`config.mk`:
```
export PLATFORM = sky130hd
export DESIGN_NAME = io_out_fifo
export DESIGN_NICKNAME = d
export VERILOG_FILES = /design/src/rtl/io_out_fifo.sv
export SDC_FILE = /design/constraint.sdc
export NUM_CORES = 1
export LEC_CHECK = 0
export CORE_AREA = 2 2 78 80
export CTS_BUF_LIST = sky130_fd_sc_hd__clkbuf_8 sky130_fd_sc_hd__clkbuf_16
export DETAILED_ROUTE_END_ITERATION = 7
export DIE_AREA = 0 0 80 82
export PLACE_DENSITY_LB_ADDON = 0.3
export SLEW_MARGIN = 20
export SYNTH_ARGS = -nofsm -noshare
export SYNTH_HDL_FRONTEND = slang
export SYNTH_SLANG_ARGS = --single-unit
export TNS_END_PERCENT = 100
```
`constraint.sdc`:
```
create_clock -name clk -period 2.9 [get_ports clk]
set_input_delay 0.58 -clock clk [delete_from_list [all_inputs] [get_ports clk]]
set_output_delay 0.58 -clock clk [all_outputs]
set_load 0.02 [all_outputs]
```
`src/rtl/io_out_fifo.sv`:
```
// First-word-fall-through output queue between the datapath's strobed ioOut bus and a
// ready/valid consumer; a word strobed while the queue is full is dropped and latched in overflow.
module io_out_fifo #(
    parameter int DEPTH = 4
) (
    input  logic                     clk,
    input  logic                     reset,
    input  logic [16:0]              ioOut,
    output logic [15:0]              outData,
    output logic                     outValid,
    input  logic                     outReady,
    output logic                     full,
    output logic                     overflow,
    output logic [$clog2(DEPTH):0]   count
);

    localparam int AW = $clog2(DEPTH);
    localparam int CW = AW + 1;

    logic [15:0]   mem_q [DEPTH];
    logic [AW-1:0] wr_ptr_q, wr_ptr_d;
    logic [AW-1:0] rd_ptr_q, rd_ptr_d;
    logic [CW-1:0] count_q, count_d;
    logic          ovf_q, ovf_d;

    logic wr_req;
    logic push;
    logic pop;

    assign outValid = (count_q != '0);
    assign full     = (count_q == CW'(DEPTH));
    assign count    = count_q;
    assign overflow = ovf_q;
    assign outData  = outValid ? mem_q[rd_ptr_q] : 16'h0000;

    // A pop at full frees the slot the same edge, so the write still lands.
    assign wr_req = ioOut[16];
    assign pop    = outValid & outReady;
    assign push   = wr_req & (~full | pop);

    always_comb begin
        wr_ptr_d = wr_ptr_q;
        rd_ptr_d = rd_ptr_q;
        count_d  = count_q;
        ovf_d    = ovf_q | (wr_req & ~push);
        if (push) begin
            wr_ptr_d = wr_ptr_q + AW'(1);
        end
        if (pop) begin
            rd_ptr_d = rd_ptr_q + AW'(1);
        end
        if (push && !pop) begin
            count_d = count_q + CW'(1);
        end else if (pop && !push) begin
            count_d = count_q - CW'(1);
        end
    end

    always_ff @(posedge clk or posedge reset) begin
        if (reset) begin
            wr_ptr_q <= '0;
            rd_ptr_q <= '0;
            count_q  <= '0;
            ovf_q    <= 1'b0;
        end else begin
            wr_ptr_q <= wr_ptr_d;
            rd_ptr_q <= rd_ptr_d;
            count_q  <= count_d;
            ovf_q    <= ovf_d;
        end
    end

    // Storage is not reset; stale entries are unreachable once count is zero.
    always_ff @(posedge clk) begin
        if (push) begin
            mem_q[wr_ptr_q] <= ioOut[15:0];
        end
    end

endmodule

```
==> metrics.csv <==
stage;metric;value;unit
hold_path;HP Start;rd_ptr_q[1];
yosys;Post-Synth Simple-Gate Area;5.36;%
timing;Worst-Margin Slew;0.317;ns
layout;Design Area, Final;3690;um2
yosys;count leader, synth;edfxtp_1;
critical_path;Slowest Stage Delay on Critical Path;0.53;ns
die;Starting Density;50.7;%
timing;Final TNS setup;0;ns
power;Power Density;1080;nW/um2
hold_path;hold path cells;1;
layout;Filler Cell Count;427;
die;die area;6560;um2
yosys;multiplexer area fraction after synthesis;14.2;%
timing;fmax;0.364;GHz
critical_path;Max FO, Critical Path;6;
routing;routed length per instance;17.7;um
layout;Layout area overhead;26.4;%
yosys;Post-Syn Instances;140;
timing;fin crit period;2.75;ns
layout;fin nets;221;
cts;CTS H-tree lvls;3;
placed_design;IO Port Bufs;41;
yosys;Post-synth EDFFs;64;
power;leakage power;1.31;nW
critical_path;critical path's slowest cell;clkdlybuf4s50_1;
timing;final hold viol count;0;
critical_path;worst r2r src;count[0];
yosys;synth top area cells;edfxtp_1, mux4_1, dfrtp_1, mux4_2, and2_1;
yosys;asr flop ratio synth;11.1;%
global_route;Total GRT Usage;16.3;%
timing;RSZ-0062 raised after global routing;no;
routing;vias per cell;5.20;
critical_path;CP Launch Type;flip-flop;
global_route;number of global-route vias before repair;1504;
cts;Clock Latency Late Sink;0.33;ns
yosys;main combinational cell family by area after synthesis;multiplexers;
hold_path;worst hold path type;reg2reg;
timing;Final Max Slew Viols;0;
critical_path;kind of critical path;reg2out;
global_route;first-pass GRT wire length;7590;um
global_route;global route overflow;0;
cts;Reg clk slew, reported paths;0.06;ns
routing;Iter 0 DRT Violations;50;
yosys;Main synth FF type;edfxtp_1;
status;status;finished clean;
timing;fin crit share;94.7;%
timing;Worst Slack Setup Final;0.152;ns
timing;clk_skew;0.00745;ns
critical_path;R2R Path End;count[2];
routing;drt first pass iters;4;
critical_path;cells on worst reg2reg path;8;
yosys;Synth Warn #;0;
timing;worst rel slew slack;78.9;%
yosys;Synth Area in Adders;2.83;%
routing;post-route ant nets;0;
yosys;syn nets;166;
die;cell row count;28;
die;Die X;80;um
global_route;largest net degree at the start of global routing;20;
placed_design;cell area after placement;3430;um2
cts;Root Buffer;clkbuf_8;
critical_path;critical-path cell list;buf_4, mux4_2, and2_1, clkdlybuf4s50_1;
critical_path;worst endpoint required time;2.32;ns
critical_path;R2R Setup Slk;0.60;ns
job;max_cap viols;0;
routing;DRC;0;
die;Core Footprint;5750;um2
yosys;area share of the largest cell type after synthesis;65.9;%
cts;cts bufs inserted;9;
critical_path;crit end category;output port;
layout;Ant. Diodes;0;
placed_design;HPWL Detailed;3230;um
yosys;Synth Area in Compound Gates;0.687;%
cts;Max clock buf depth;2;
placed_design;Post-Place Worst Slack;0.246;ns
yosys;Syn Area/Cell;20.8;um2
placed_design;RD Place Congestion;0.695;
hold_path;WHS Endpoint;rd_ptr_q[1];
die;die height;82;um
power;Worst VDD drop;0.596;mV
cts;Hold Buf Count CTS;0;
routing;via count;1429;
routing;final wirelength;4880;um
yosys;Yosys top cell by area;edfxtp_1;
yosys;sequential area share after synthesis;72.8;%
yosys;Synth Area in XOR/XNOR;1.80;%
cts;TritonCTS clock tree;built;
layout;layout cells sized above 1;19.5;%
global_route;initial antenna violation count;0;
timing;final-report setup violation count;0;
yosys;number of synthesized register bits;72;
die;top-level I/O count;42;
yosys;Post-Syn Area;2920;um2
cts;clk sinks;72;
yosys;library cells used by synthesis;23;
critical_path;critical path arrival;2.17;ns
yosys;synth cell count leaders;edfxtp_1, and2_1, dfrtp_1, mux4_1, mux4_2;
worst max path at each step:
stage | from | to | slack [ns] | cells after the start
2_1_floorplan | count[0] | count[1] | 0.68 | 6
3_3_place_gp | outReady | count[2] | 0.28 | 9
3_5_place_dp | outReady | count[2] | 0.25 | 9
4_1_cts | rd_ptr_q[0] | outData[13] | 0.04 | 4
5_1_grt | rd_ptr_q[0] | outData[13] | 0.08 | 4
6_report | rd_ptr_q[0] | outData[13] | 0.15 | 4
critical path, delay by kind of cell, from the launching register on:
kind / cells / cell delay (ns)
buf+inv: 2 / 0.73
flops: 1 / 0.41
mux: 1 / 0.52
simple gates: 1 / 0.17
power by group:
| part | total, W | switching (W) | internal, W |
|---|---|---|---|
| clock network | 0.000868 | 0.000339 | 0.000530 |
| logic | 0.00163 | 0.000765 | 0.000861 |
| registers | 0.00149 | 0.000105 | 0.00139 |
| total | 0.00399 | 0.00121 | 0.00278 |
sequential cells by signal, summed over array words and instances, names as in the netlist:
| register | cells |
|---|---|
| overflow | 1 |
| rd_ptr_q | 2 |
| wr_ptr_q | 2 |
| mem_q | 64 |
| count | 3 |
area by class of cell:
class                   count  area [um2]  area share, %
clock buffers              11         151           4.11
clock inverters             5        78.8           2.14
inverters                   5        18.8          0.509
multi-input cells          57         729           19.8
flip-flops and latches     72        2120           57.6
well taps                  75        93.8           2.55
repair buffers             50         490           13.3
logic make-up after synthesis:
logic type      after synthesis
flops                        72
simple gates                 25
mux                          18
buf+inv                      11
xor+xnor                      6
fa+ha+maj                     6
compound gates                2
metal layers:
| metal | part of all wire [%] | GRT usage (%) | vias to the layer above |
|---|---|---|---|
| li1 | - | - | 656 |
| met1 | 41 | 19.4 | 728 |
| met2 | 54 | 28.8 | 41 |
| met3 | 4.4 | 4.29 | 4 |
| met4 | 0.74 | 5.59 | 0 |
| met5 | 0 | 0 | - |
stage by stage:
stage	hold slack [ns]	utilization, %	total power (W)	std cells
after CTS	0.481	63.9	0.00402	273
after detailed placement	0.473	59.8	0.00314	257
after global placement	0.460	59.8	0.00309	257
after floorplan	0.396	-	0.00249	140
final	0.478	64.2	0.00399	275
after global routing	0.513	64.2	0.00420	275
layout by cell type, fill, tap and decap left out:
cell and instances:
clkinv_2 2, mux4_1 8, dfrtp_2 1, buf_4 8
nand3_1 1, bufinv_16 2, nand2_1 1, or3_4 1
clkinv_4 1, xor2_1 2, edfxtp_1 64, ha_1 5
dfrtp_1 7, nor3b_2 1, xnor2_1 4, and2_1 20
mux4_2 8, a31o_2 1, mux2_2 1, buf_12 1
a21boi_2 1, clkdlybuf4s50_1 41, inv_1 5, clkbuf_8 11
nor2_1 1, fa_1 1, mux2_1 1
repair_timing:
item / 4_1_cts / 5_1_grt
endpoints found under the setup margin: 11 / 3
resized for setup: 2 / 0
buffers inserted: 0 / 2
hold endpoints to repair: 0 / 0
No activity file was read; power rests on OpenSTA's default activity.
